$ cat config.mk
export PLATFORM = sky130hd
export DESIGN_NAME = cdb_arbiter
export DESIGN_NICKNAME = d
export VERILOG_FILES = /design/src/rtl/cdb_arbiter.sv
export SDC_FILE = /design/constraint.sdc
export NUM_CORES = 1
export LEC_CHECK = 0
export BUFFER_PORTS_ARGS = -buffer_cell sky130_fd_sc_hd__buf_2
export CAP_MARGIN = 20
export CELL_PAD_IN_SITES_DETAIL_PLACEMENT = 1
export CELL_PAD_IN_SITES_GLOBAL_PLACEMENT = 2
export CORE_ASPECT_RATIO = 0.5
export CORE_UTILIZATION = 26
export CTS_CLUSTER_DIAMETER = 60
export CTS_CLUSTER_SIZE = 12
export DETAILED_ROUTE_END_ITERATION = 12
export GPL_ROUTABILITY_DRIVEN = 0
export MAX_ROUTING_LAYER = met4
export PLACE_DENSITY = 0.93
export SKIP_CTS_REPAIR_TIMING = 1
export SYNTH_ARGS = -nofsm -noshare
export SYNTH_HDL_FRONTEND = slang
export SYNTH_SLANG_ARGS = --single-unit
$ cat constraint.sdc
create_clock -name clk -period 5.09 [get_ports clk]
set_input_delay 0.2545 -clock clk [delete_from_list [all_inputs] [get_ports clk]]
set_output_delay 0.2545 -clock clk [all_outputs]
set_load 0.01 [all_outputs]
$ cat src/rtl/cdb_arbiter.sv
// cdb_arbiter: round-robin arbiter for the common data bus.
// Grants at most one functional-unit requester per cycle (combinational ack),
// registers the winner's ROB tag and value, and broadcasts them on the next
// cycle. Requester 0 (load/store buffer) has an age-based starvation override.
module cdb_arbiter #(
    parameter int NUM_REQ    = 4,
    parameter int data_width = 16,
    parameter int tag_width  = 3
) (
    input  logic                            clk,
    input  logic                            reset_n,
    input  logic                            flush,
    input  logic                            cdb_hold,
    input  logic [NUM_REQ-1:0]              req_valid,
    input  logic [NUM_REQ*tag_width-1:0]    req_tag,
    input  logic [NUM_REQ*data_width-1:0]   req_value,
    output logic [NUM_REQ-1:0]              req_ack,
    output logic                            cdb_valid,
    output logic [tag_width-1:0]            cdb_tag,
    output logic [data_width-1:0]           cdb_value,
    output logic [$clog2(NUM_REQ)-1:0]      cdb_src
);

    localparam int SRC_W = $clog2(NUM_REQ);
    localparam logic [SRC_W-1:0] LAST_IDX = SRC_W'(NUM_REQ - 1);

    logic [SRC_W-1:0]      rr_ptr;
    logic [SRC_W-1:0]      win_idx;
    logic [SRC_W-1:0]      cand;
    logic [SRC_W-1:0]      next_ptr;
    logic [1:0]            age;
    logic                  found;
    logic                  grant;
    logic [tag_width-1:0]  win_tag;
    logic [data_width-1:0] win_value;

    // Winner search from rr_ptr with wrap, starvation override, and grant gating
    always_comb begin
        found     = 1'b0;
        win_idx   = '0;
        cand      = '0;
        req_ack   = '0;
        if (age == 2'd3 && req_valid[0]) begin
            found = 1'b1;
        end else begin
            for (int unsigned off = 0; off < NUM_REQ; off++) begin
                cand = SRC_W'((32'(rr_ptr) + off) % NUM_REQ);
                if (!found && req_valid[cand]) begin
                    found   = 1'b1;
                    win_idx = cand;
                end
            end
        end
        grant = found && reset_n && !flush && !cdb_hold;
        if (grant) begin
            req_ack[win_idx] = 1'b1;
        end
        win_tag   = req_tag[win_idx*tag_width +: tag_width];
        win_value = req_value[win_idx*data_width +: data_width];
        next_ptr  = (win_idx == LAST_IDX) ? '0 : win_idx + 1'b1;
    end

    // Broadcast register and round-robin pointer; flush beats hold beats grant
    always_ff @(posedge clk or negedge reset_n) begin
        if (!reset_n) begin
            cdb_valid <= 1'b0;
            cdb_tag   <= '0;
            cdb_value <= '0;
            cdb_src   <= '0;
            rr_ptr    <= '0;
        end else if (flush) begin
            cdb_valid <= 1'b0;
        end else if (cdb_hold) begin
            cdb_valid <= cdb_valid;
        end else if (grant) begin
            cdb_valid <= 1'b1;
            cdb_tag   <= win_tag;
            cdb_value <= win_value;
            cdb_src   <= win_idx;
            rr_ptr    <= next_ptr;
        end else begin
            cdb_valid <= 1'b0;
        end
    end

    // Saturating wait counter for requester 0, cleared when it is served or on flush
    always_ff @(posedge clk or negedge reset_n) begin
        if (!reset_n) begin
            age <= '0;
        end else if (flush || req_ack[0]) begin
            age <= '0;
        end else if (req_valid[0] && age != 2'd3) begin
            age <= age + 2'd1;
        end
    end

endmodule

* After elaboration in Yosys (flattened, before gate mapping)
Index checks and enable logic that the tools add are counted.
** Cells by class
- Add/sub/neg operators :: 5
- Multipliers :: 1
- Magnitude comparators :: 6
- Equal/unequal tests :: 4
- Shifts and indexed selects :: 2
- Muxes and demuxes :: 30
- Bitwise gates (word level) :: 2
- Reduce and logical (&&, ||, !) cells :: 17
** Operators with widths (number)
- variable part select 64 x 7 -> 16 bit :: 1
- two-way mux 1 bit :: 16
- two-way mux 2 bit :: 8
- < comparator 2 x 3 -> 1 bit (second input constant) :: 5
- variable part select 12 x 5 -> 3 bit :: 1
- logical AND 1 bit :: 9
- binary-select mux 1 bit (select 2 bit) :: 4
- adder 2 x 1 -> 2 bit (second input constant) :: 3
- logical NOT 1 bit :: 5
- adder 2 bit (second input constant) :: 2
- equality test 2 bit (second input constant) :: 2
- multiplier 2 x 2 -> 4 bit (second input constant) :: 1
- two-way mux 4 bit :: 1
- inequality test 2 bit (second input constant) :: 2
- AND reduction 3 bit :: 1
- demux 1 bit (select 2 bit) :: 1
- >= comparator 2 x 1 -> 1 bit (second input constant) :: 1
- inverter 1 bit :: 2
- nonzero test 2 bit :: 1
- logical OR 1 bit :: 1
** Word-level totals
- Register bits :: 26
- Bits of input ports :: 84
- Output and inout port bits :: 26
- Word-level logic and storage cells :: 73

* Depth between registers and ports, before layout
- Word-level depth :: 23
- Gate-level depth with buffers :: 8
- Depth with buffers taken out :: 7

* Worst setup path after synthesis
OpenSTA, ideal clock, no wires.
- Kind :: flip-flop to output port
- Start point :: register age[0]
- End point :: output req_ack[0]
- Arrival time :: 1.564 ns
- Data required time :: 4.836 ns
- Slack :: 3.272 ns
- Cell stages (with the launch flop) :: 8
- Buffers on the path :: 1
- Cell sequence :: dfrtp_1 ha_1 o21ai_1 nor3b_4 inv_1 buf_2 ha_1 and2_1
** Between the ends
- Cells in the longest elaborated chain, start to end :: 8
- Elaborated cells on any way between the ends :: 13
- Those cells by class :: order compare: 2; eq/ne: 1; mux: 5; reduce/logical: 5
** RTL lines
- from (decl) :: RTL line 31 : logic [1:0] age;
- from (signal assigned) :: RTL line 93 : age <= age + 2'd1;
- equality test 2 bit (*) :: RTL line 43 : if (age == 2'd3 && req_valid[0]) begin
- logical AND 1 bit (*) :: RTL line 43
- two-way mux 2 bit :: RTL line 43
- < comparator 2 x 3 -> 1 bit (not written as such) or >= comparator 2 x 1 -> 1 bit (tied branches) :: RTL line 56 : req_ack[win_idx] = 1'b1;
- logical AND 1 bit (not written as such) :: RTL line 56
- two-way mux 1 bit (not written as such) :: RTL line 56
- demux 1 bit (select 2 bit) :: RTL line 56
- two-way mux 4 bit (*) :: RTL line 55 : if (grant) begin
- to (decl) :: RTL line 17 : output logic [NUM_REQ-1:0] req_ack,
Mark *: on every way between the ends. The rest lies on a longest branch, timed or not.

* Final worst setup path
Ends and elaborated chain as after synthesis.

==> metrics.csv <==
metric,value,unit
status,"finished, violations left",
violations,negative hold slack,
initial_utilization,0.2708,
worstSetupStartpoint,age[0],
reg2reg_from,age[0],
clock_path_buffers,2,
grt_usage,0.1615,
share_seq_of_total_power,0.318,
final_nets,368,
synth_area_leaders,"dfrtp_1, a221oi_2, o22ai_2",
fmax,288.4,MHz
synth_top_family_by_area,compound AO/OA/AOI/OAI gates,
multi_input_area,1036,µm²
vdd_ir_drop_max,157.0,µV
yosysWarnings,0,
io_pins,110,
p_clk_frac,0.219,
hpwl,4.488,mm
powerDensity,424.8,nW/µm²
fp.coreArea,6700,µm²
rsz0062_at_grt,false,
ant_nets,0,
grt_pass1_wl,9.039,mm
synth_top_cell_by_area,dfrtp_1,
seqCellArea,650.6,µm²
io_buffers,109,
utilization,0.3688,
required,4840,ps
root_buffer,clkbuf_16,
slew_violations,0,
drt-total-wl,5.859,mm
clock_sinks,26,
cap_violations,0,
internal-power,650.7,µW
synth_fp_nets,267,
rows,21,
arrival,3210,ps
endpoint_kind,output pin,
clk_latency,260,ps
ys_seq_elements,26,
vias_per_cell,4.862,
hp-class,in2async,
die_area,7336,µm²
wl_per_cell,15.84,µm
hold_viol_final,9,
synth_compound_area_frac,0.3428,
skew,7.659,ps
synth-edff-count,0,
syn2layout_area_growth,36.21,%
combPwrFrac,0.463,
die_x,120.1,µm
finalSetupViolCount,0,
finalSetupTns,0,ps
vias,1799,
drtIter0Drc,70,
path_class,reg2out,
synth_xor_area_frac,0.004828,
die_y,61.07,µm
netlist_area,1814,µm²
synthMuxAreaShare,0.02966,
cp-start-kind,register,
synthSimpleGateAreaFrac,0.1593,
n_antenna_cell,0,
grt_start_max_net_pins,50,
relSlewSlack,0.3190,
numCtsBuffers,3,
cts_tree,built,
antenna_found_initial,0,
worst_pin_slew,1020,ps
synth_cell_type_count,31,
grt_overflow,0,
dr.pass1.iters,5,
h-tree-depth,1,
path_clk_slew,70,ps
hold_ws,-11.08,ps
drive_gt1_frac,0.5360,
p_sw,399.1,µW
synthArstFlopShare,1.000,
p_leak,0.001176,µW
drc,0,
grt_pass1_vias,1885,
ys_seq_area_frac,0.3586,
min_period,3467,ps
synthCells,178,
switching_share,0.3801,
postSynthAreaPerCell,10.19,µm²
fin_crit_sh,0.6811,
synth-adder-area-share,0.03448,
synth_flop_cell,dfrtp_1,
cp_max_fo,25,
fillers,823,
synth_top_area_frac,0.3586,
## cells in the mapped netlist (all sizes together), types with 2 or more instances
master	n
dfrtp	26
nand2	24
a21oi	22
nor2	22
a221oi	19
o22ai	19
buf	11
ha	5
and2	4
nand2b	4
clkbuf	3
inv	3
mux2	3
mux2i	2
nor3	2
## area by class of cell
type / count / area share
clock buffer: 3 / 0.03038
clock inverter: 1 / 0.01215
inverter: 3 / 0.004557
multi-input combinational: 135 / 0.4192
sequential: 26 / 0.2633
tap: 92 / 0.04658
timing repair buffer: 110 / 0.2238
## metrics by stage
stage               cells  area, µm²  setup slack [ps]  hold slack, ps  power [µW]
floorplan             178       1814              3272          -41.09       673.8
global placement      366       2366              2013           307.0       806.7
detailed placement    366       2366              1943           308.0       828.1
CTS                   370       2471              1612           27.59        1065
global route          370       2471              1413           46.91        1121
finish                370       2471              1623          -11.08        1050
## flip-flops by register name, summed over array words and instances (netlist names)
signal,flops
age,2
cdb_src,2
cdb_tag,3
cdb_valid,1
cdb_value,16
rr_ptr,2
## power by group through the flow
stage	Combinational (µW)	Sequential [µW]	Clock, µW
floorplan	308	366	0
detailed placement	489	339	0
finish	486	334	230
global placement	475	332	0
global route	532	345	245
CTS	492	335	238
## layout by cell type, fill, tap and decap left out
cell       instances
o221ai_4           1
a21oi_1           22
nor4b_4            1
buf_2            109
nor3b_4            1
nor2_1            22
ha_1               5
o21bai_1           1
nor3_1             2
bufinv_16          1
mux2i_1            2
buf_4              1
clkbuf_16          3
a221oi_2          17
a221oi_1           2
nor4_1             1
xor2_1             1
nand2_1           23
mux2_2             3
a21o_1             1
and2_1             4
nand2b_1           4
o22ai_1            9
o22ai_2           10
nand2_4            1
a21boi_2           1
dfrtp_1           26
o21ai_1            1
inv_1              3
## worst max-delay path: stages, from the launching register on
cell,delay (ps)
dfrtp_1,400
ha_1,230
o21ai_1,150
nor3b_4,860
inv_1,620
ha_1,370
and2_1,160
buf_2,150
## kinds of logic after synthesis
| family | Yosys count |
|---|---|
| XOR/XNOR | 1 |
| AO/OA/AOI/OAI | 65 |
| flip-flops | 26 |
| multiplexers | 5 |
| AND/OR/NAND/NOR | 59 |
| adder cells (fa/ha/maj) | 5 |
| buffers and inverters | 17 |
## worst paths after layout
| check | cells past startpoint | endpoint | slack (ps) |
|---|---|---|---|
| max in group asynchronous | 1 | cdb_value[6] | 4680 |
| min | 1 | cdb_tag[2] | -10 |
| max reg2reg | 6 | cdb_tag[2] | 2010 |
| min in group clk | 3 | cdb_value[0] | 240 |
| max | 7 | req_ack[0] | 1620 |
| min reg2reg | 1 | cdb_src[1] | 520 |
## per-layer routing
| metal | global-route usage | wire (µm) | up-vias |
|---|---|---|---|
| met3 | 0.01389 | 69 | 4 |
| met1 | 0.1699 | 2348 | 915 |
| met2 | 0.3325 | 3390 | 17 |
| met5 | - | 0 | - |
| met4 | 0.04821 | 51 | 0 |
| li1 | - | - | 863 |
Note: power is estimated with default switching activity, not from simulation.
